$ cat src/rtl/data_store_buffer.sv
// rtl/data_store_buffer.sv - posted-write store buffer between core data port and memory master
// Optional store-to-load forwarding from the FIFO is built when STORE_FWD_EN is defined.
module data_store_buffer #(
  parameter int DEPTH = 4
) (
  input  logic                   clk,
  input  logic                   rst_n,
  input  logic                   core_start,
  input  logic                   core_write,
  input  logic [29:0]            core_addr,
  input  logic [31:0]            core_data_wr,
  input  logic [3:0]             core_data_be,
  output logic                   core_ready,
  output logic [31:0]            core_data_rd,
  output logic                   mem_start,
  output logic                   mem_write,
  output logic [29:0]            mem_addr,
  output logic [31:0]            mem_data_wr,
  output logic [3:0]             mem_data_be,
  input  logic                   mem_ready,
  input  logic [31:0]            mem_data_rd,
  output logic                   empty,
  output logic [$clog2(DEPTH):0] level
);

  localparam int AW = $clog2(DEPTH);
  localparam int LW = AW + 1;
  localparam logic [LW-1:0] FULL_LVL = LW'(DEPTH);

  typedef enum logic [1:0] {C_IDLE, C_WR_HOLD, C_RD_PEND, C_RESP} core_state_e;
  typedef enum logic [1:0] {M_IDLE, M_WR_WAIT, M_RD_WAIT} mem_state_e;

  core_state_e core_q, core_d;
  mem_state_e  mem_q, mem_d;

  logic [LW-1:0] wr_ptr_q, wr_ptr_d, rd_ptr_q, rd_ptr_d, fill;
  logic [29:0]   req_addr_q, req_addr_d;
  logic [31:0]   req_data_q, req_data_d;
  logic [3:0]    req_be_q, req_be_d;
  logic [31:0]   rdata_q, rdata_d;
  logic          mstart_q, mstart_d, mwrite_q, mwrite_d;
  logic [29:0]   maddr_q, maddr_d;
  logic [31:0]   mdata_q, mdata_d;
  logic [3:0]    mbe_q, mbe_d;

  logic [29:0]   fifo_addr_q [DEPTH];
  logic [31:0]   fifo_data_q [DEPTH];
  logic [3:0]    fifo_be_q   [DEPTH];

  logic          push, pop;
  logic [29:0]   push_addr;
  logic [31:0]   push_data;
  logic [3:0]    push_be;

  // Occupancy is the pointer difference; the extra pointer bit separates full from empty.
  assign fill = wr_ptr_q - rd_ptr_q;

`ifdef STORE_FWD_EN
  logic          fwd_hit;
  logic [31:0]   fwd_data;
  logic [AW-1:0] fwd_idx;

  // Scan oldest to youngest so the last match wins; only a full-word youngest match forwards.
  always_comb begin
    fwd_hit  = 1'b0;
    fwd_data = '0;
    fwd_idx  = '0;
    for (int i = 0; i < DEPTH; i++) begin
      fwd_idx = rd_ptr_q[AW-1:0] + AW'(i);
      if ((LW'(i) < fill) && (fifo_addr_q[fwd_idx] == core_addr)) begin
        fwd_hit  = (fifo_be_q[fwd_idx] == 4'hF);
        fwd_data = fifo_data_q[fwd_idx];
      end
    end
  end
`endif

  always_comb begin
    core_d     = core_q;
    push       = 1'b0;
    push_addr  = core_addr;
    push_data  = core_data_wr;
    push_be    = core_data_be;
    req_addr_d = req_addr_q;
    req_data_d = req_data_q;
    req_be_d   = req_be_q;
    rdata_d    = rdata_q;
    case (core_q)
      C_IDLE: begin
        if (core_start) begin
          req_addr_d = core_addr;
          req_data_d = core_data_wr;
          req_be_d   = core_data_be;
          if (core_write) begin
            if (fill < FULL_LVL) begin
              push   = 1'b1;
              core_d = C_RESP;
            end else begin
              core_d = C_WR_HOLD;
            end
          end else begin
`ifdef STORE_FWD_EN
            if (fwd_hit) begin
              rdata_d = fwd_data;
              core_d  = C_RESP;
            end else begin
              core_d  = C_RD_PEND;
            end
`else
            core_d = C_RD_PEND;
`endif
          end
        end
      end
      C_WR_HOLD: begin
        push_addr = req_addr_q;
        push_data = req_data_q;
        push_be   = req_be_q;
        if (fill < FULL_LVL) begin
          push   = 1'b1;
          core_d = C_RESP;
        end
      end
      C_RD_PEND: begin
        if ((mem_q == M_RD_WAIT) && mem_ready) begin
          rdata_d = mem_data_rd;
          core_d  = C_RESP;
        end
      end
      C_RESP:  core_d = C_IDLE;
      default: core_d = C_IDLE;
    endcase
  end

  // Draining stores always wins; a pending load only goes out once the FIFO is empty.
  always_comb begin
    mem_d    = mem_q;
    pop      = 1'b0;
    mstart_d = 1'b0;
    mwrite_d = mwrite_q;
    maddr_d  = maddr_q;
    mdata_d  = mdata_q;
    mbe_d    = mbe_q;
    case (mem_q)
      M_IDLE: begin
        if (fill != '0) begin
          pop      = 1'b1;
          mstart_d = 1'b1;
          mwrite_d = 1'b1;
          maddr_d  = fifo_addr_q[rd_ptr_q[AW-1:0]];
          mdata_d  = fifo_data_q[rd_ptr_q[AW-1:0]];
          mbe_d    = fifo_be_q[rd_ptr_q[AW-1:0]];
          mem_d    = M_WR_WAIT;
        end else if (core_q == C_RD_PEND) begin
          mstart_d = 1'b1;
          mwrite_d = 1'b0;
          maddr_d  = req_addr_q;
          mdata_d  = '0;
          mbe_d    = 4'hF;
          mem_d    = M_RD_WAIT;
        end
      end
      M_WR_WAIT, M_RD_WAIT: begin
        if (mem_ready) mem_d = M_IDLE;
      end
      default: mem_d = M_IDLE;
    endcase
  end

  assign wr_ptr_d = wr_ptr_q + LW'(push);
  assign rd_ptr_d = rd_ptr_q + LW'(pop);

  always_ff @(posedge clk or negedge rst_n) begin
    if (!rst_n) begin
      core_q     <= C_IDLE;
      mem_q      <= M_IDLE;
      wr_ptr_q   <= '0;
      rd_ptr_q   <= '0;
      req_addr_q <= '0;
      req_data_q <= '0;
      req_be_q   <= '0;
      rdata_q    <= '0;
      mstart_q   <= 1'b0;
      mwrite_q   <= 1'b0;
      maddr_q    <= '0;
      mdata_q    <= '0;
      mbe_q      <= '0;
    end else begin
      core_q     <= core_d;
      mem_q      <= mem_d;
      wr_ptr_q   <= wr_ptr_d;
      rd_ptr_q   <= rd_ptr_d;
      req_addr_q <= req_addr_d;
      req_data_q <= req_data_d;
      req_be_q   <= req_be_d;
      rdata_q    <= rdata_d;
      mstart_q   <= mstart_d;
      mwrite_q   <= mwrite_d;
      maddr_q    <= maddr_d;
      mdata_q    <= mdata_d;
      mbe_q      <= mbe_d;
    end
  end

  always_ff @(posedge clk) begin
    if (push) begin
      fifo_addr_q[wr_ptr_q[AW-1:0]] <= push_addr;
      fifo_data_q[wr_ptr_q[AW-1:0]] <= push_data;
      fifo_be_q[wr_ptr_q[AW-1:0]]   <= push_be;
    end
  end

  assign core_ready   = (core_q == C_RESP);
  assign core_data_rd = rdata_q;
  assign mem_start    = mstart_q;
  assign mem_write    = mwrite_q;
  assign mem_addr     = maddr_q;
  assign mem_data_wr  = mdata_q;
  assign mem_data_be  = mbe_q;
  assign empty        = (fill == '0) && (mem_q != M_WR_WAIT);
  assign level        = fill;

endmodule

$ cat config.mk
export PLATFORM = sky130hd
export DESIGN_NAME = data_store_buffer
export DESIGN_NICKNAME = d
export VERILOG_FILES = /design/src/rtl/data_store_buffer.sv
export SDC_FILE = /design/constraint.sdc
export NUM_CORES = 1
export LEC_CHECK = 0
export CORE_MARGIN = 2
export CORE_UTILIZATION = 45
export DETAILED_ROUTE_END_ITERATION = 10
export GPL_TIMING_DRIVEN = 0
export PLACE_DENSITY = 0.75
export SLEW_MARGIN = 15
export SYNTH_ARGS = -nofsm -noshare
export SYNTH_HDL_FRONTEND = slang
export SYNTH_SLANG_ARGS = --single-unit
$ cat constraint.sdc
create_clock -name clk -period 11.6 [get_ports clk]
set_input_delay 1.16 -clock clk [delete_from_list [all_inputs] [get_ports clk]]
set_output_delay 1.16 -clock clk [all_outputs]
set_load 0.02 [all_outputs]
## Word-level counts from Yosys, hierarchy flattened

Memory sizes are Yosys's and may differ from the RTL's.
Cells that the tools add are included.
W data, S select, Z words.

- Bits in registers: 176
- Latch bits: 0
- RAM bits: 264
- Memory bits (read-only): 0
- Bits of input ports: 103
- Output and inout port bits: 105
- Word-level logic and storage cells: 76
- Memories: 3

- $add $sub $neg: 3
- Multiply operators: 0
- Div/mod/pow operators: 0
- Order comparisons: 1
- Eq/ne operators: 11
- Shift-type cells: 0
- Multiplexer cells: 32
- Bitwise logic cells: 0
- Reductions and logical operators: 13

Memories:

| memory | depth | width | rd ports | clocked after Yosys merged registers in | write ports | RTL line | RTL |
|---|---|---|---|---|---|---|---|
| fifo_data_q | 4 | 32 | 1 | 0 | 1 | 47 | `logic [31:0] fifo_data_q [DEPTH];` |
| fifo_addr_q | 4 | 30 | 1 | 0 | 1 | 46 | `logic [29:0] fifo_addr_q [DEPTH];` |
| fifo_be_q | 4 | 4 | 1 | 0 | 1 | 48 | `logic [3:0] fifo_be_q [DEPTH];` |

Operator list:

| kind | number |
|---|---|
| $mux W32 | 3 |
| $mux W30 | 3 |
| $mux W2 | 8 |
| $mux W1 | 12 |
| $mux W4 | 3 |
| $ne A2 B2 Y1 const B | 4 |
| $pmux W2 S4 | 1 |
| $reduce_and A2 Y1 | 4 |
| $add A3 B1 Y3 | 2 |
| $eq A2 B2 Y1 const B | 3 |
| $eq A2 B1 Y1 const B | 2 |
| $logic_not A2 Y1 | 2 |
| $pmux W2 S2 | 1 |
| $logic_not A3 Y1 | 1 |
| $lt A3 B3 Y1 const B | 1 |
| $ne A3 B3 Y1 const B | 1 |
| $reduce_and A3 Y1 | 1 |
| $reduce_bool A3 Y1 | 1 |
| $sub A3 B3 Y3 | 1 |
| $logic_and A1 B1 Y1 | 2 |
| $ne A2 B1 Y1 const B | 1 |
| $pmux W1 S2 | 1 |
| $reduce_bool A2 Y1 | 1 |
| $reduce_or A2 Y1 | 1 |

## Depth between registers and ports, before layout

Gate-level depths: netlist of the first run.

- Depth in word-level cells: 8
- Gate-level depth with buffers: 10
- Mapped depth without buffers: 9

## Worst setup path after synthesis of the first run

Ideal clock, no wire load.

- Kind: register to register
- Start point: reg wr_ptr_q[0]
- End point: mem fifo_addr_q[1][0] (enable)
- Data arrival time: 6.231 ns
- Data required time: 11.028 ns
- Slack: 4.798 ns
- Cell stages (with the launch flop): 8
- Path buffers: 1
- Clock period less this slack: 6.802 ns
- Cell sequence: dfrtp_1 inv_1 ha_1 fa_1 xor3_1 buf_6 or2_2 nor3_1

- Cells in the longest elaborated chain, start to end: 8

RTL lines:

| item | RTL line | RTL |
|---|---|---|
| start, declared | 36 | `logic [LW-1:0] wr_ptr_q, wr_ptr_d, rd_ptr_q, rd_ptr_d, fill;` |
| start signal, assigned | 191 | `wr_ptr_q <= wr_ptr_d;` |
| $sub A3 B3 Y3 | 56 | `assign fill = wr_ptr_q - rd_ptr_q;` |
| $lt A3 B3 Y1 | 95, 119 |  |
| $mux W1 | 95, 119 |  |
| $mux W1 | 94 | `if (core_write) begin` |
| $mux W1 | 90 | `if (core_start) begin` |
| $pmux W1 S2 | 88 | `case (core_q)` |
| $mux W1 | 206 | `if (push) begin` |
| $mux W1 (not written as such) | 207 | `fifo_addr_q[wr_ptr_q[AW-1:0]] <= push_addr;` |
| end, declared | 46 |  |

Several ways; a longest one is shown, not always the timed one.

## Worst setup path after layout of the first run

- Start point: reg wr_ptr_q[0]
- End point: out empty

- Cells in the longest elaborated chain, start to end: 3

RTL lines:

| item | RTL line | RTL |
|---|---|---|
| $sub A3 B3 Y3 | 56 |  |
| $logic_not A3 Y1 | 220 | `assign empty = (fill == '0) && (mem_q != M_WR_WAIT);` |
| $logic_and A1 B1 Y1 | 220 |  |
| end, declared | 22 | `output logic empty,` |

Every way passes these cells.

==> key figures, run 1 <==
Status
  • Status: completed

Floorplan
  • DIE WIDTH: 202 µm
  • # rows: 72
  • Initial Utilization: between 40% and 50%
  • Io pins: 208
  • Die height: between 200 and 250 µm
  • Die ar.: 0.0407 mm²
  • Area of the core: ~0.039 mm²

Route
  • DRC viols: 0
  • Starting DRC count in detailed routing: 642
  • DRT Pass-1 Iters: 5
  • Via Count: 9,958
  • Vias per Instance: roughly 5.5
  • Final WL: 40,400 µm
  • WL per Instance: 22.5 µm
  • Post-DRT Antenna Nets: 0

Worst setup path
  • Kind of cell adding the most delay to the critical path: buffers and inverters
  • Worst path required time: 10,440 ps
  • Reg2Reg Launch Point: wr_ptr_q[0]
  • Worst setup SP type: flop
  • Max stage delay on crit path: slightly below 700 ps
  • Crit path capture type: output port
  • Max FO, Critical Path: 10
  • CP Buf/Inv Count: 3
  • Critical Path AT: 3540 ps
  • CP cell instances: inv_1, ha_1, fa_1, nand2_1, clkbuf_1, nor3_1, clkdlybuf4s50_1
  • Worst Setup Path Type: reg -> out
  • Crit path max-delay cell type: clkdlybuf4s50_1
  • Critical R2R Capture: fifo_data_q[0][7]
  • Register-to-Register Setup Slack: ~8000 ps
  • R2R depth: 11

Timing
  • Setup Viol. Count Final: 0
  • Fin crit period: 4700 ps
  • Layout Skew: 17.4 ps
  • Period utilization: 40.5%
  • Worst-Margin Slew: 976 ps
  • Setup tns final: 0 ps
  • RSZ-0062 raised after global routing: no
  • Final Hold Vio Count: 0
  • Slew margin rel.: 35.0%
  • Fmax: 0.213 GHz
  • Fin. max-slew vios: 0

Synth
  • Yosys cell types: 33
  • Mapped Cells: between 900 and 1k
  • Synth area leader: edfxtp_1
  • Post-synth ARST share: approximately 40%
  • Post-synthesis register bit count: 440
  • Post-synth EDFFs: 264
  • Syn_nets: 1,062
  • Synthesized area: roughly 0.018 mm²
  • Avg Cell Area, Syn: about 19 µm²
  • Syn. warnings: 0
  • Sequential area share after synthesis: 70.1%
  • Dominant synthesized flop cell: edfxtp_1
  • Synth top area cells: edfxtp_1 (45%), dfrtp_1 (25%), mux2_2 (11%)
  • Synth top area share: 45.1%

GRT
  • Vias in the first global route: 10.6k
  • Global route total overflow: 0
  • First-pass GRT wire length: 62,900 µm
  • Initial antenna violation count: 2
  • Largest net degree at the start of global routing: 78
  • Total global-route track usage: 20.3%

CTS
  • Setup bufs post-CTS: 0
  • Cts repair resizes: 0
  • Deepest clock path buffer count: 3
  • Clock Latency Late Sink: 560 ps
  • Clock transition at the registers of the reported paths: approximately 60 ps
  • CTS buffer count: 47
  • Clk root buf: clkbuf_16
  • Post-CTS Hold Fix Bufs: 0
  • CTS tree: yes
  • Max H-tree Level: 2
  • # clock sinks: 440

Place
  • DP Wirelength: 27,500 µm
  • Final GP Congestion: roughly 0.76
  • Buffers on Ports: 207
  • Area of placed instances: 0.0207 mm²

Min path
  • Hold WC Path Type: in -> async

Final layout
  • Final net count: approximately 1.4k
  • Fraction of layout cells with a size suffix above 1: 29.3%
  • Antenna Cells: 0
  • Post-route cell area: ~0.022 mm²
  • Area growth syn-to-layout: 26.4%

Flow run
  • Max Cap Violations: 0

Pwr
  • Leakage: roughly 0.0082 µW
  • Worst VDD drop: ~0.17 mV
  • Pwr dens: between 300 and 400 mW/mm²
[power breakdown]
group | internal, µW | leakage, µW | switching [µW]
sequential | 2270 | 0.00452 | 240
combinational | 1310 | 0.00290 | 1540
clock | 846 | 0.000743 | 598
[per-stage QoR]
step	utilization (%)	hold slack (ps)	std cells	setup slack, ps	power [µW]
floorplan	-	443	946	4800	4290
global route	57.5	445	1799	6770	7160
global placement	52.5	469	1671	155	5320
CTS	57.5	436	1799	6870	6870
finish	57.5	453	1799	6900	6810
detailed placement	53.6	466	1712	7520	5410
[registers in the layout, indices dropped and copies added (netlist names), 2 cells and up]
signal        flops
fifo_data_q     128
fifo_addr_q     120
core_data_rd     32
mem_data_wr      32
req_data_q       32
mem_addr         30
req_addr_q       30
fifo_be_q        16
mem_data_be       4
req_be_q          4
rd_ptr_q          3
wr_ptr_q          3
core_q            2
mem_q             2
[worst max path at each step]
stage | startpoint | end | slack [ps] | depth (start not counted)
floorplan | wr_ptr_q[0] | fifo_addr_q[1][0] | 4800 | 7
global placement | core_start | fifo_data_q[2][17] | 150 | 4
detailed placement | wr_ptr_q[0] | empty | 7520 | 7
CTS | wr_ptr_q[0] | empty | 6870 | 7
global route | wr_ptr_q[0] | empty | 6770 | 7
finish | wr_ptr_q[0] | empty | 6900 | 7
[layout make-up]
cell class / instances / area, µm²
Buffer: 62 / 285
Clock buffer: 67 / 1330
Clock inverter: 20 / 168
Fill cell: 2922 / 16400
Inverter: 14 / 52.6
Multi-Input combinational cell: 430 / 4930
Sequential cell: 440 / 12300
Tap cell: 518 / 648
Timing Repair Buffer: 248 / 2480
[cell usage after synthesis (all sizes together) (2+ instances only)]
cell,count
edfxtp,264
dfrtp,176
mux2,165
mux4,66
a22o,32
clkbuf,32
nand2b,31
nand3,31
a211oi,30
a221o,30
buf,30
inv,14
ha,12
nand2,6
nor3,6
o22a,4
a31oi,2
mux2i,2
xor2,2
[kinds of logic (layout without fill, tap and decap cells)]
group / Yosys count / count (layout) / synth area share (%)
multiplexers: 233 / 233 / 19.1
flip-flops: 440 / 440 / 70.1
buffers and inverters: 76 / 411 / 1.92
AND/OR/NAND/NOR: 77 / 77 / 2.38
XOR/XNOR: 3 / 3 / 0.235
adder cells (fa/ha/maj): 13 / 13 / 0.968
AO/OA/AOI/OAI: 104 / 104 / 5.24
[layer usage]
metal,vias up,share of wire (%),track usage [%]
met3,65,7.8,5.09
met5,-,0.057,0
met1,5151,41,26.6
met4,4,1.9,5.15
li1,4360,-,-
met2,378,50,33.9
[cell usage in the layout, fill, tap and decap left out, types with 2 or more instances in the layout]
cell / instances
clkbuf_8: 8
clkbuf_1: 44
nand3_1: 31
bufinv_16: 2
clkinv_1: 4
a31oi_1: 2
buf_1: 8
mux2i_1: 2
edfxtp_1: 264
buf_16: 2
inv_6: 5
a221o_1: 30
a211oi_1: 30
buf_4: 25
xor2_1: 2
mux4_2: 66
nand2_1: 6
clkbuf_16: 47
nand2b_1: 31
o22a_1: 4
nor3_1: 2
clkinv_2: 8
inv_2: 2
mux2_2: 165
dfrtp_1: 176
ha_1: 12
a22o_1: 32
buf_2: 18
inv_1: 12
nor3_2: 4
clkdlybuf4s50_1: 206
buf_6: 18
(Power assumes the default switching activity.)
==> run 2: changes to the inputs <==
==> constraint.sdc (replaced) <==
create_clock -name clk -period 4.7 [get_ports clk]
set_input_delay 0.47 -clock clk [delete_from_list [all_inputs] [get_ports clk]]
set_output_delay 0.47 -clock clk [all_outputs]
set_load 0.02 [all_outputs]
==> key figures, run 2 (same netlist as run 1, synthesis figures left out) <==
CTS
  • Clock transition at the registers of the reported paths: around 60 ps
  • CTS tree: yes
  • Clock Latency Late Sink: 560 ps
  • Max H-tree Level: 2
  • Clk root buf: clkbuf_16
  • # clock sinks: 440
  • CTS buffer count: 46
  • Cts repair resizes: 0
  • Deepest clock path buffer count: 3

Place
  • Buffers on Ports: approximately 210
  • DP Wirelength: roughly 27,000 µm
  • Dpl cells: ~1.7k
  • Placement Setup Slack: 979 ps
  • Final GP Congestion: between 0.7 and 0.8
  • Area of placed instances: 0.0207 mm²

Pwr
  • Leakage: 0.00811 µW
  • Pwr dens: between 700 and 800 mW/mm²
  • Power Total: 16,900 µW
  • Worst VDD drop: ~0.43 mV

Floorplan
  • Die ar.: slightly above 0.04 mm²
  • Die height: 202 µm
  • # rows: 72
  • Initial Utilization: 45.5%
  • DIE WIDTH: 202 µm
  • Io pins: 208
  • Area of the core: 0.0386 mm²

Worst setup path
  • R2R depth: 10
  • Register-to-Register Setup Slack: 960 ps
  • Crit path max-delay cell type: clkdlybuf4s50_1
  • Worst Setup Path Type: reg -> out
  • Worst path required time: 4230 ps
  • Critical Path AT: 3630 ps
  • Max stage delay on crit path: 670 ps
  • Crit path capture type: output port
  • CP cell instances: inv_1, ha_1, fa_1, nand2_1, clkbuf_1, nor3_1, clkdlybuf4s50_1
  • Max FO, Critical Path: 10
  • Worst setup SP type: flop
  • Reg2Reg Launch Point: wr_ptr_q[0]
  • Critical R2R Capture: fifo_data_q[1][10]

Timing
  • Final worst setup slack: approximately 600 ps
  • Fmax: roughly 0.24 GHz
  • Period utilization: 87.3%
  • Setup tns final: 0 ps
  • RSZ-0062 raised after global routing: no
  • Fin crit period: 4100 ps
  • Worst-Margin Slew: slightly below 1000 ps
  • Slew margin rel.: 35.3%
  • Fin. max-slew vios: 0
  • Final Hold Vio Count: 0
  • Setup Viol. Count Final: 0
  • Layout Skew: 22.4 ps

Final layout
  • Post-route cell area: around 0.022 mm²
  • Fraction of layout cells with a size suffix above 1: around 28%
  • Area growth syn-to-layout: 26.6%
  • Most frequent cells in the layout: edfxtp_1 (264), clkdlybuf4s50_1 (206), dfrtp_1 (176), mux2_2 (165), mux4_2 (66)
  • Fillers: 2,911
  • Area of the multi-input gates: 0.00496 mm²
  • Most common cell after layout, fill and taps aside: edfxtp_1
  • Largest register FFs: 128
  • Final net count: 1,340
  • Register area: ~0.012 mm²
  • Final cell count without fillers: 1,780

Route
  • Metal1 wirelength: 17,100 µm
  • Met3 routed WL: 2610 µm
  • DRT Pass-1 Iters: 5
  • Via Count: 9,858
  • DRC viols: 0
  • Final WL: 40,700 µm
  • Starting DRC count in detailed routing: 636
  • Post-DRT Antenna Nets: 0
  • Vias per Instance: 5.54
  • WL per Instance: 22.9 µm
  • Top Layer Used: met4
  • Met2 routed WL: approximately 20,000 µm

GRT
  • Total global-route track usage: between 20% and 30%
  • Initial antenna violation count: 1
  • Vias in the first global route: 10.6k
  • Largest net degree at the start of global routing: 91
  • First-pass GRT wire length: 62,600 µm
  • Global route total overflow: 0

Flow run
  • Max Cap Violations: 0

Min path
  • HP Start: mem_write
  • WHS Path Cells: 2
  • Hold EP: mem_write
  • Hold WC Path Type: reg -> reg

Status
  • Status: completed
-- run 2: changes by cell type in the layout (fill, tap and decap cells not counted), sizes merged, moves of 3 or more --
cell | previous run | this run
buf | 72 | 53
clkbuf | 99 | 93
bufinv | 2 | 5
clkinv | 13 | 16
inv | 19 | 16
-- run 2: layer usage --
metal,global-route usage [%],vias up
met5,0,-
met4,4.86,0
met2,34.4,320
met1,26.6,5168
met3,4.62,56
li1,-,4314
-- run 2: worst max path at each step --
stage / start / endpoint
final: wr_ptr_q[0] / empty
after global routing: wr_ptr_q[0] / empty
after CTS: wr_ptr_q[0] / empty
after detailed placement: wr_ptr_q[0] / fifo_data_q[1][18]
after global placement: rst_n / mem_data_wr[12]
after floorplan: wr_ptr_q[0] / fifo_addr_q[0][0]
-- run 2: cell type report --
| class | count | area share [%] |
|---|---|---|
| sequential | 440 | 55.4 |
| multi-input combinational | 430 | 22.3 |
| timing repair buffer | 230 | 11.1 |
| clock buffer | 61 | 5.66 |
| tap | 518 | 2.91 |
| buffer | 62 | 1.28 |
| clock inverter | 24 | 1.14 |
| inverter | 14 | 0.236 |
| antenna | 1 | 0.0112 |
-- run 2: where the power goes --
part	leakage, µW	switching (µW)	internal, µW
registers	0.00452	595	5590
logic	0.00284	3860	3260
clock network	0.000744	1470	2160
total	0.00811	5930	11000
-- run 2: repair_timing --
action	in CTS	in global routing
hold buffers	1	0
buffers inserted	0	0
hold endpoints to repair	81	0
-- run 2: per-stage QoR --
stage          hold slack [ps]  utilization [%]
6_report                   480             57.6
5_1_grt                    500             57.6
4_1_cts                    475             57.6
3_5_place_dp               476             53.6
3_3_place_gp               465             52.6
2_1_floorplan              174                -
-- run 2: worst max-delay path: cells and delay by family, from the launching register on --
kind / cells / cell delay, ps
DFF: 1 / 480
adders and majority gates: 2 / 750
buffers and inverters: 3 / 1230
and+or+nand+nor: 2 / 610
==> run 3: changes to the inputs <==
--- a/config.mk
+++ b/config.mk
@@ -6,10 +6,11 @@
 export NUM_CORES = 1
 export LEC_CHECK = 0
 export CORE_MARGIN = 2
-export CORE_UTILIZATION = 45
+export CORE_UTILIZATION = 56
+export CTS_CLUSTER_SIZE = 10
 export DETAILED_ROUTE_END_ITERATION = 10
 export GPL_TIMING_DRIVEN = 0
-export PLACE_DENSITY = 0.75
+export PLACE_DENSITY = 0.89
 export SLEW_MARGIN = 15
 export SYNTH_ARGS = -nofsm -noshare
 export SYNTH_HDL_FRONTEND = slang
==> key figures, run 3 (same netlist as run 1, synthesis figures left out) <==
Status
  • Status: completed

GRT
  • Initial antenna violation count: 2
  • Largest net degree at the start of global routing: 100
  • Total global-route track usage: 25.7%
  • First-pass GRT wire length: 64,200 µm
  • Global route total overflow: 0
  • Vias in the first global route: 11.0k

Worst setup path
  • Crit path capture type: output port
  • Critical Path AT: 3750 ps
  • Worst path required time: 4230 ps
  • R2R depth: 11
  • Max stage delay on crit path: 700 ps
  • Worst Setup Path Type: reg -> out
  • CP Buf/Inv Count: 3
  • Max FO, Critical Path: 10
  • Critical path depth: 7
  • Crit path max-delay cell type: clkdlybuf4s50_1
  • CP cell instances: inv_1, ha_1, fa_1, nand2_1, clkbuf_1, nor3_1, clkdlybuf4s50_1
  • Kind of cell adding the most delay to the critical path: buffers and inverters
  • Worst setup SP type: flop

Floorplan
  • Initial Utilization: a little under three fifths
  • DIE WIDTH: 181 µm
  • Die height: 181 µm
  • Die ar.: 0.0328 mm²
  • Area of the core: approximately 0.031 mm²
  • # rows: 64
  • Io pins: around 210

CTS
  • Cts repair resizes: 0
  • Clock Latency Late Sink: 570 ps
  • Clk root buf: clkbuf_16
  • CTS tree: yes
  • Max H-tree Level: 2
  • CTS buffer count: 50
  • Deepest clock path buffer count: 3
  • # clock sinks: 440
  • Clock transition at the registers of the reported paths: 60 ps

Route
  • Starting DRC count in detailed routing: 911
  • Vias per Instance: 6.13
  • DRT Pass-1 Iters: 5
  • WL per Instance: 24.9 µm
  • Post-DRT Antenna Nets: 0
  • Final WL: between 40,000 and 50,000 µm
  • DRC viols: 0
  • Via Count: 10.2k

Final layout
  • Most common cell after layout, fill and taps aside: edfxtp_1
  • Fraction of layout cells with a size suffix above 1: 27.0%
  • Area growth syn-to-layout: 25.7%
  • Most frequent cells in the layout: edfxtp_1 (264), clkdlybuf4s50_1 (206), dfrtp_1 (176), mux2_2 (165), clkbuf_1 (69)
  • Largest register FFs: between 100 and 150
  • Fillers: 1,814
  • Post-layout util: 71.9%
  • Final net count: 1,347
  • Post-route cell area: 0.0221 mm²

Timing
  • RSZ-0062 raised after global routing: no
  • Final Hold Vio Count: 0
  • Worst-Margin Slew: 901 ps
  • Fin. max-slew vios: 0
  • Period utilization: about 90%
  • Setup Viol. Count Final: 0
  • Fmax: 0.237 GHz
  • Final worst setup slack: 478 ps
  • Final hold slack: around 500 ps
  • Fin crit period: 4220 ps
  • Slew margin rel.: 40.0%
  • Layout Skew: between 20 and 30 ps

Min path
  • Hold WC Path Type: reg -> reg
  • WHS Path Cells: 1

Place
  • DP Wirelength: 27,300 µm
  • Placement Setup Slack: 1000 ps
  • Area of placed instances: 0.0206 mm²
  • Buffers on Ports: between 200 and 250
  • Final GP Congestion: roughly 0.76

Flow run
  • Max Cap Violations: 0

Pwr
  • Power Total: 16,900 µW
  • Leakage: 0.00808 µW
  • Pwr dens: 766 mW/mm²
  • Worst VDD drop: 0.445 mV
==> run 3: changes by cell type in the layout (fill, tap and decap cells not counted), sizes merged <==
cell      change
clkinvlp      -1
buf           +3
bufinv        -5
clkbuf       +29
clkinv       -13
inv           -2
==> run 3: cell type report <==
| class | count | area, µm² | share of cell area [%] |
|---|---|---|---|
| sequential | 440 | 12300 | 55.8 |
| antenna | 1 | 2.50 | 0.0113 |
| multi-input combinational | 430 | 4960 | 22.4 |
| buffer | 62 | 285 | 1.29 |
| timing repair buffer | 233 | 2490 | 11.3 |
| clock buffer | 90 | 1440 | 6.53 |
| inverter | 14 | 52.6 | 0.238 |
| tap | 396 | 495 | 2.24 |
| clock inverter | 3 | 37.5 | 0.170 |
==> run 3: timing repair <==
| item | 4_1_cts | 5_1_grt |
|---|---|---|
| buffers inserted | 0 | 0 |
| hold endpoints to repair | 3 | 0 |
| hold buffers | 1 | 0 |
==> run 3: metal layers <==
metal | GRT usage [%] | share of wire, %
met1 | 32.9 | 38
met2 | 43.7 | 50
met3 | 5.85 | 8.5
met4 | 9.11 | 3.0
met5 | 0 | 0.022
==> run 3: worst paths after layout <==
check | from | to | slack [ps]
worst min-delay path | rd_ptr_q[2] | rd_ptr_q[2] | 490
min in group asynchronous | rst_n | core_data_rd[21] | 520
worst max-delay path | wr_ptr_q[0] | empty | 480
worst min register to register | rd_ptr_q[2] | rd_ptr_q[2] | 490
worst max register to register | wr_ptr_q[0] | fifo_data_q[0][19] | 1010
max in group asynchronous | rst_n | req_data_q[2] | 3270
==> run 3: where the power goes <==
group / leakage, µW / total, µW / internal [µW] / switching, µW
logic: 0.00286 / 7170 / 3260 / 3910
registers: 0.00452 / 6240 / 5600 / 641
clock network: 0.000704 / 3520 / 2060 / 1460
==> run 3: metrics by stage <==
stage / cells / TNS [ps]
after floorplan: 946 / -40990
after global placement: 1549 / -1420690
after detailed placement: 1574 / 0
after CTS: 1668 / 0
after global routing: 1668 / 0
final: 1669 / 0
